--- src/rtl/down_cnt_timer_pkg.sv ---
// Shared encodings for the down-counting timer: FSM states and MODE values.
package down_cnt_timer_pkg;

  typedef enum logic [1:0] {
    ST_IDLE  = 2'd0,
    ST_RUN   = 2'd1,
    ST_PAUSE = 2'd2
  } state_e;

  localparam logic MODE_ONESHOT = 1'b0;
  localparam logic MODE_RELOAD  = 1'b1;

endpackage

--- src/rtl/down_cnt_timer_tick_prescaler.sv ---
// Prescaler for the down-counting timer: one tick every PRE+1 cycles with run high.
module down_cnt_timer_tick_prescaler #(
  parameter int unsigned PRE_BITS = 4
) (
  input  logic                CLK,
  input  logic                CLR,
  input  logic                clear,
  input  logic                run,
  input  logic [PRE_BITS-1:0] PRE,
  output logic                tick
);

  logic [PRE_BITS-1:0] cnt_q;
  logic                at_limit;

  // >= rather than == so that lowering PRE mid-run cannot strand the counter above it
  assign at_limit = (cnt_q >= PRE);
  assign tick     = run && at_limit;

  always_ff @(posedge CLK) begin
    if (CLR || clear) begin
      cnt_q <= '0;
    end else if (run) begin
      if (at_limit) begin
        cnt_q <= '0;
      end else begin
        cnt_q <= cnt_q + PRE_BITS'(1);
      end
    end
  end

endmodule

--- src/rtl/down_cnt_timer.sv ---
// Programmable down-counting timer with prescaler, one-shot / auto-reload and pause.
module down_cnt_timer
  import down_cnt_timer_pkg::*;
#(
  parameter int unsigned Bits     = 8,
  parameter int unsigned PRE_BITS = 4
) (
  input  logic                CLK,
  input  logic                CLR,
  input  logic                EN,
  input  logic                LOAD,
  input  logic [Bits-1:0]     D,
  input  logic [PRE_BITS-1:0] PRE,
  input  logic                MODE,
  input  logic                START,
  input  logic                STOP,
  output logic [Bits-1:0]     Q,
  output logic                TC,
  output logic                BUSY,
  output logic                ZERO
);

  state_e          state_q;
  logic [Bits-1:0] q_q;
  logic [Bits-1:0] reload_q;
  logic            tc_q;
  logic            tick;
  logic            pre_run;
  logic            pre_clear;

  // STOP takes priority in RUN, so the prescaler must not advance on that cycle either
  assign pre_run   = (state_q == ST_RUN) && EN && !STOP;
  assign pre_clear = (state_q == ST_IDLE) && START && !STOP;

  down_cnt_timer_tick_prescaler #(
    .PRE_BITS(PRE_BITS)
  ) u_prescaler (
    .CLK  (CLK),
    .CLR  (CLR),
    .clear(pre_clear),
    .run  (pre_run),
    .PRE  (PRE),
    .tick (tick)
  );

  always_ff @(posedge CLK) begin
    if (CLR) begin
      state_q  <= ST_IDLE;
      q_q      <= '0;
      reload_q <= '0;
      tc_q     <= 1'b0;
    end else begin
      tc_q <= 1'b0;
      if (LOAD) begin
        reload_q <= D;
      end
      unique case (state_q)
        ST_IDLE: begin
          if (START && !STOP) begin
            q_q     <= LOAD ? D : reload_q;
            state_q <= ST_RUN;
          end
        end
        ST_RUN: begin
          if (STOP) begin
            state_q <= ST_PAUSE;
          end else if (tick) begin
            if (q_q != '0) begin
              q_q <= q_q - Bits'(1);
            end else begin
              tc_q <= 1'b1;
              if (MODE == MODE_RELOAD) begin
                q_q <= reload_q;
              end else begin
                state_q <= ST_IDLE;
              end
            end
          end
        end
        ST_PAUSE: begin
          if (START && !STOP) begin
            state_q <= ST_RUN;
          end
        end
        default: state_q <= ST_IDLE;
      endcase
    end
  end

  assign Q    = q_q;
  assign TC   = tc_q;
  assign BUSY = (state_q == ST_RUN);
  assign ZERO = (q_q == '0);

endmodule
--- config.mk ---
export PLATFORM = sky130hd
export DESIGN_NAME = down_cnt_timer
export DESIGN_NICKNAME = d
export VERILOG_FILES = /design/src/rtl/down_cnt_timer_pkg.sv /design/src/rtl/down_cnt_timer_tick_prescaler.sv /design/src/rtl/down_cnt_timer.sv
export SDC_FILE = /design/constraint.sdc
export NUM_CORES = 1
export LEC_CHECK = 0
export CORE_ASPECT_RATIO = 0.7
export CORE_MARGIN = 5
export CORE_UTILIZATION = 25
export CTS_CLUSTER_DIAMETER = 80
export DETAILED_ROUTE_END_ITERATION = 16
export GPL_TIMING_DRIVEN = 1
export SLEW_MARGIN = 20
export SYNTH_ARGS = -nofsm -noshare
export SYNTH_HDL_FRONTEND = slang
export SYNTH_SLANG_ARGS = --single-unit
export TNS_END_PERCENT = 1
--- constraint.sdc ---
create_clock -name CLK -period 2.4 [get_ports CLK]
set_clock_uncertainty 0.15 [all_clocks]
set_input_delay 0.48 -clock CLK [delete_from_list [all_inputs] [get_ports CLK]]
set_output_delay 0.48 -clock CLK [all_outputs]
set_load 0.005 [all_outputs]
==> impl_metrics.csv, run 1 <==
group,metric,value,unit
min_path,min_from,"reload_q[5]",
pwr,power.switching,292.8,uW
worst_setup_path,reg2reg_slack,0.19,ns
pwr,internal_power,668.7,uW
drt,routed_wl,3.490,mm
worst_setup_path,worst_r2r_endpoint,"Q[6]",
clock_tree,clockRootBuffer,"clkbuf_8",
min_path,worstHoldPathType,"flop to flop",
pwr,swShare,0.3045,
outcome,outcome,"finished clean",
worst_setup_path,cp-start-kind,"primary input",
global_routing,grtUsageTotal,0.09987,
global_routing,grt_pass1_vias,1152,
clock_tree,cts_made_buffers,3,
timing,worstMarginPinSlew,0.4502,ns
final_layout,layout.nets,230,
floorplanning,fp.dieArea,0.006811,sq mm
clock_tree,cts_buffer_depth,2,
timing,period_share,0.9561,
floorplanning,ios,30,
placement,dpl.hpwl,2.591,mm
drt,drc,0,
placement,gp_congestion,0.8130,
drt,vias_per_cell,4.629,
pwr,irDropWorstVdd,0.0002374,V
synth,synth-seq-area-share,0.3515,
clock_tree,h-tree-depth,1,
drt,wire_per_inst,12.69,microns
timing,rsz0062_at_grt,"false",
final_layout,utilization,0.3641,
drt,firstDrtPassIters,5,
clock_tree,cts_tree,"built",
clock_tree,hold_buffers,0,
min_path,hold_path_depth,2,
timing,drv_slew,0,
global_routing,grt_max_degree,14,
synth,syn_inst,158,
final_layout,insertedDiodeCount,0,
timing,setup_tns,0,ns
pwr,p_seq_frac,0.437,
timing,min_period,2.295,ns
placement,place_area,0.001768,sq mm
worst_setup_path,worstRegToRegCells,9,
drt,ant_nets,0,
worst_setup_path,reg2reg_from,"Q[0]",
floorplanning,start_util,0.2545,
flow_run,maxCapViolCount,0,
clock_tree,clock_sinks,23,
worst_setup_path,path_max_fanout,4,
synth,synth_seq_cells,23,
pwr,power_frac_clock,0.258,
timing,slew_headroom,0.6989,
final_layout,drive_gt1_frac,0.1675,
worst_setup_path,arrival,2.36,ns
floorplanning,design.core.area,0.005147,sq mm
worst_setup_path,worstSetupPathType,"primary input to flop",
drt,drtIter0Drc,83,
synth,yosys_warnings,0,
final_layout,final_cell_area,0.001874,sq mm
synth,syn_area_per_cell,8.291,sq um
floorplanning,die_width,96.52,microns
floorplanning,row_count,22,
clock_tree,insertion_delay,0.27,ns
worst_setup_path,end_kind,"flop",
timing,hold_viol,0,
global_routing,antenna_found_initial,0,
synth,syn_area,0.001310,sq mm
floorplanning,dieHeight,70.57,microns
drt,vias,1273,
worst_setup_path,crit_required,2.46,ns
final_layout,syn2layout_area_growth,43.08,%
clock_tree,cts.clk_slew.worst_paths,0.09,ns
pwr,total_leakage_power,0.0007628,uW
pwr,comb_power_share,0.306,
pwr,power.density,513.0,mW/mm^2
placement,io_buffers,29,
synth,yosysUniqueCellTypes,39,
timing,fmax,0.4358,GHz
min_path,min_to,"reload_q[5]",
synth,synth_nets,184,
global_routing,grt_overflow_total,0,
timing,setup_viol,0,
global_routing,grt_pass1_wl,5.451,mm
==> worst max path at each step <==
stage	from	endpoint	slack, ns	cells past startpoint
finish	PRE[0]	u_prescaler.cnt_q[3]	0.11	7
global route	PRE[0]	Q[5]	0.03	8
CTS	PRE[0]	Q[6]	0.003	8
detailed placement	PRE[0]	Q[2]	-0.30	8
global placement	PRE[0]	Q[4]	-0.26	8
floorplan	PRE[0]	Q[4]	0.24	7
==> per-stage QoR <==
| stage | std cells | hold slack (ns) | setup slack (ns) | total power [uW] |
|---|---|---|---|---|
| 2_1_floorplan | 158 | 0.3109 | 0.2443 | 572.1 |
| 3_5_place_dp | 267 | 0.3468 | -0.2992 | 690.4 |
| 5_1_grt | 275 | 0.4154 | 0.03482 | 1013 |
| 6_report | 275 | 0.3599 | 0.1055 | 961.5 |
| 3_3_place_gp | 267 | 0.3330 | -0.2603 | 691.3 |
| 4_1_cts | 274 | 0.3671 | 0.003036 | 949.8 |
==> cells in the final DEF, fill, tap and decap left out, types with 3 or more instances in the layout <==
cell	Yosys	routed
inv_1	8	7
buf_4	0	16
a21oi_1	11	11
nand2b_1	6	6
clkbuf_8	0	3
o21ai_0	5	5
nor2_1	27	26
dfxtp_1	23	23
xnor2_1	3	3
nand2_1	11	11
nor3_1	7	7
ha_1	7	6
clkdlybuf4s50_1	0	28
nand3_1	4	4
mux2i_1	9	9
==> worst max-delay path, cell delays in order <==
cell             delay [ns]
clkdlybuf4s50_1        0.40
ha_1                   0.28
nand2b_1               0.14
a2111o_1               0.38
and3_4                 0.19
or3_4                  0.36
nor2_1                 0.11
==> power groups by stage <==
stage	clock [uW]	combinational [uW]	sequential, uW
final	248	294	420
after global routing	271	319	422
after CTS	252	279	420
after detailed placement	0	262	428
after global placement	0	263	428
after floorplan	0	144	428
==> metal layers <==
metal / share of wire / vias up / GRT usage
met1: 0.49 / 572 / 0.1440
met4: 0.017 / 0 / 0.02333
met5: 0 / - / 0
met3: 0.048 / 10 / 0.02232
li1: - / 648 / -
met2: 0.44 / 43 / 0.1514
==> logic make-up after synthesis <==
family                     count (synthesis)  share of synthesized area
AOI/OAI and AO/OA                         30                     0.1547
and+or+nand+nor                           69                     0.2751
adders and majority gates                  7                    0.06685
muxes                                     10                    0.07737
xor gates and xnor gates                   5                    0.03343
DFF                                       23                     0.3515
buffers and inverters                     14                    0.04106
==> synthesized netlist by cell type <==
cell type  number  area (sq um)
nor2_1         27         101.4
dfxtp_1        23         460.4
a21oi_1        11         55.05
nand2_1        11         41.29
mux2i_1         9         90.09
inv_1           8         30.03
ha_1            7         87.58
nor3_1          7         35.03
nand2b_1        6         37.54
o21ai_0         5         25.02
nand3_1         4         20.02
clkbuf_1        3         11.26
xnor2_1         3         26.28
a211oi_1        2         15.01
a311oi_1        2         17.52
a31oi_1         2         12.51
nor3_2          2         20.02
nor4_1          2         12.51
o31a_1          2         17.52
or3_1           2         12.51
xor2_1          2         17.52
a2111o_1        1         11.26
a21o_1          1         7.510
a21oi_4         1         16.27
and2_1          1         6.260
and3_1          1         6.260
buf_1           1         3.750
buf_2           1         5.000
clkinv_1        1         3.750
mux2_2          1         11.26
nand3b_1        1         7.510
nand4_1         1         6.260
nor2b_1         1         6.260
nor3b_2         1         12.51
nor4b_4         1         23.77
o211ai_1        1         7.510
o31ai_1         1         7.510
o32a_1          1         10.01
or4_4           1         11.26
==> state kept, by name, summed over array words and instances, names as in the netlist <==
signal             flops
Q                      8
reload_q               8
u_prescaler.cnt_q      4
state_q                2
TC                     1
==> area by class of cell <==
| cell class | count | area [sq um] |
|---|---|---|
| tap | 72 | 90.09 |
| multi-input combinational | 122 | 834.6 |
| timing repair buffer | 45 | 409.1 |
| inverter | 9 | 33.78 |
| clock buffer | 3 | 41.29 |
| sequential | 23 | 460.4 |
| clock inverter | 1 | 5.005 |
| fill | 545 | 3273 |
==> repair_timing <==
action | in CTS | in global routing
setup buffers | 3 | 0
gates cloned | 0 | 1
endpoints found under the setup margin | 4 | 12
resized for setup | 3 | 6
pin swaps | 1 | 4
Power figures use the tool's default switching activity.
==> run 2: changes to the inputs <==
CTS_CLUSTER_SIZE = 14   (was default)
PLACE_DENSITY = 0.47   (was default)
==> impl_metrics.csv, run 2 (synthesized netlist as in run 1, its figures left out) <==
group,metric,value,unit
drt,vias,1266,
worst_setup_path,worstSetupPathType,"primary input to flop",
final_layout,final_cell_mix,"28 x clkdlybuf4s50_1, 27 x nor2_1, 22 x dfxtp_1",
final_layout,layout.nets,232,
floorplanning,start_util,0.2545,
global_routing,grt_pass1_wl,5.940,mm
pwr,power,959.4,uW
timing,drv_slew,0,
drt,drtIter0Drc,72,
placement,dpl.hpwl,2.824,mm
timing,rsz0062_at_grt,"true",
drt,vias_per_cell,4.570,
worst_setup_path,critPathBufInv,3,
pwr,irDropWorstVdd,0.0001695,V
floorplanning,row_count,22,
pwr,power.density,503.8,mW/mm^2
placement,io_buffers,29,
floorplanning,fp.dieArea,0.006811,sq mm
worst_setup_path,end_kind,"flop",
final_layout,layout_commonest_cell,"clkdlybuf4s50_1",
clock_tree,cts_tree,"built",
worst_setup_path,path_delay_family,"compound AO/OA/AOI/OAI gates",
global_routing,antenna_found_initial,0,
timing,setup_tns,0,ns
placement,pre_cts_ws,-0.3067,ns
worst_setup_path,crit_required,2.44,ns
worst_setup_path,cp-start-kind,"primary input",
timing,min_period,2.353,ns
clock_tree,clockRootBuffer,"clkbuf_8",
drt,routed_wl,3.613,mm
global_routing,grt_pass1_vias,1227,
timing,setup_viol,0,
final_layout,syn2layout_area_growth,45.37,%
global_routing,grt_overflow_total,0,
clock_tree,cts_buffer_depth,2,
timing,hold_viol,0,
worst_setup_path,critPathMaxStageDelay,0.46,ns
worst_setup_path,critical_path.slowest_cell,"clkdlybuf4s50_1",
clock_tree,clock_sinks,23,
clock_tree,cts_made_buffers,3,
floorplanning,dieHeight,70.57,microns
timing,finalWorstSetupSlack,0.04678,ns
placement,gp_congestion,0.8318,
clock_tree,h-tree-depth,1,
drt,ant_nets,0,
worst_setup_path,path_cells,"clkdlybuf4s50_1 > inv_1 > ha_1 > a2111o_1 > and3_4 > a21oi_4 > buf_6 > a311oi_1 > nor3_1",
clock_tree,hold_buffers,0,
worst_setup_path,path_max_fanout,4,
flow_run,maxCapViolCount,0,
drt,wire_per_inst,13.04,microns
drt,drc,0,
floorplanning,ios,30,
global_routing,grtUsageTotal,0.1099,
pwr,total_leakage_power,0.0007841,uW
min_path,worstHoldPathType,"flop to flop",
floorplanning,die_width,96.52,microns
floorplanning,design.core.area,0.005147,sq mm
worst_setup_path,arrival,2.40,ns
timing,slew_headroom,0.6832,
final_layout,drive_gt1_frac,0.1854,
drt,firstDrtPassIters,4,
clock_tree,cts.clk_slew.worst_paths,0.08,ns
timing,fmax,0.4249,GHz
timing,worstMarginPinSlew,0.4737,ns
outcome,outcome,"finished clean",
global_routing,grt_max_degree,14,
final_layout,insertedDiodeCount,0,
timing,period_share,0.9805,
clock_tree,insertion_delay,0.26,ns
## run 2: area by class of cell
class | instances | area [sq um]
Multi-Input combinational cell | 121 | 822.0
Sequential cell | 23 | 461.7
Clock buffer | 4 | 45.04
Tap cell | 72 | 90.09
Fill cell | 528 | 3243
Timing Repair Buffer | 48 | 451.7
Inverter | 9 | 33.78
## run 2: per-layer routing
layer,GRT usage,vias up,part of all wire
li1,-,651,-
met1,0.1605,585,0.51
met2,0.1621,26,0.43
met3,0.02869,4,0.049
met4,0.02333,0,0.011
met5,0,-,0
## run 2: final timing paths
| kind | slack [ns] | from | cells after the start | end |
|---|---|---|---|---|
| setup / recovery | 0.05 | PRE[1] | 9 | Q[5] |
| hold / removal | 0.38 | reload_q[5] | 2 | reload_q[5] |
| setup reg to reg | 0.16 | Q[1] | 10 | Q[5] |
| hold reg to reg | 0.38 | reload_q[5] | 2 | reload_q[5] |
## run 2: per-stage QoR
step           hold WS [ns]  utilization  instance area (sq um)  cells
2_1_floorplan        0.3109            -                   1310    158
3_3_place_gp         0.3493       0.3435                   1768    267
3_5_place_dp         0.3525       0.3435                   1768    267
4_1_cts              0.3724       0.3593                   1849    274
5_1_grt              0.4210       0.3700                   1904    277
6_report             0.3757       0.3700                   1904    277
## run 2: power by group
group | internal (uW) | switching [uW] | total (uW) | leakage (uW)
Combinational | 157 | 138 | 296 | 0.000573
Clock | 119 | 123 | 242 | 0.0000228
Sequential | 401 | 20.9 | 422 | 0.000189
## run 2: worst register-to-register path, stage by stage, from the launching register on
cell,delay [ns]
dfxtp_2,0.33
inv_1,0.07
ha_2,0.18
nor4b_4,0.23
buf_4,0.16
nand2b_1,0.07
or4_4,0.46
a21oi_4,0.20
buf_6,0.14
a311oi_1,0.04
nor3_1,0.15
## run 2: repair_timing
action | CTS | global route
endpoints found under the setup margin | 10 | 13
gates cloned | 0 | 0
pin swaps | 1 | 6
gates resized for setup | 5 | 8
setup buffers | 3 | 3
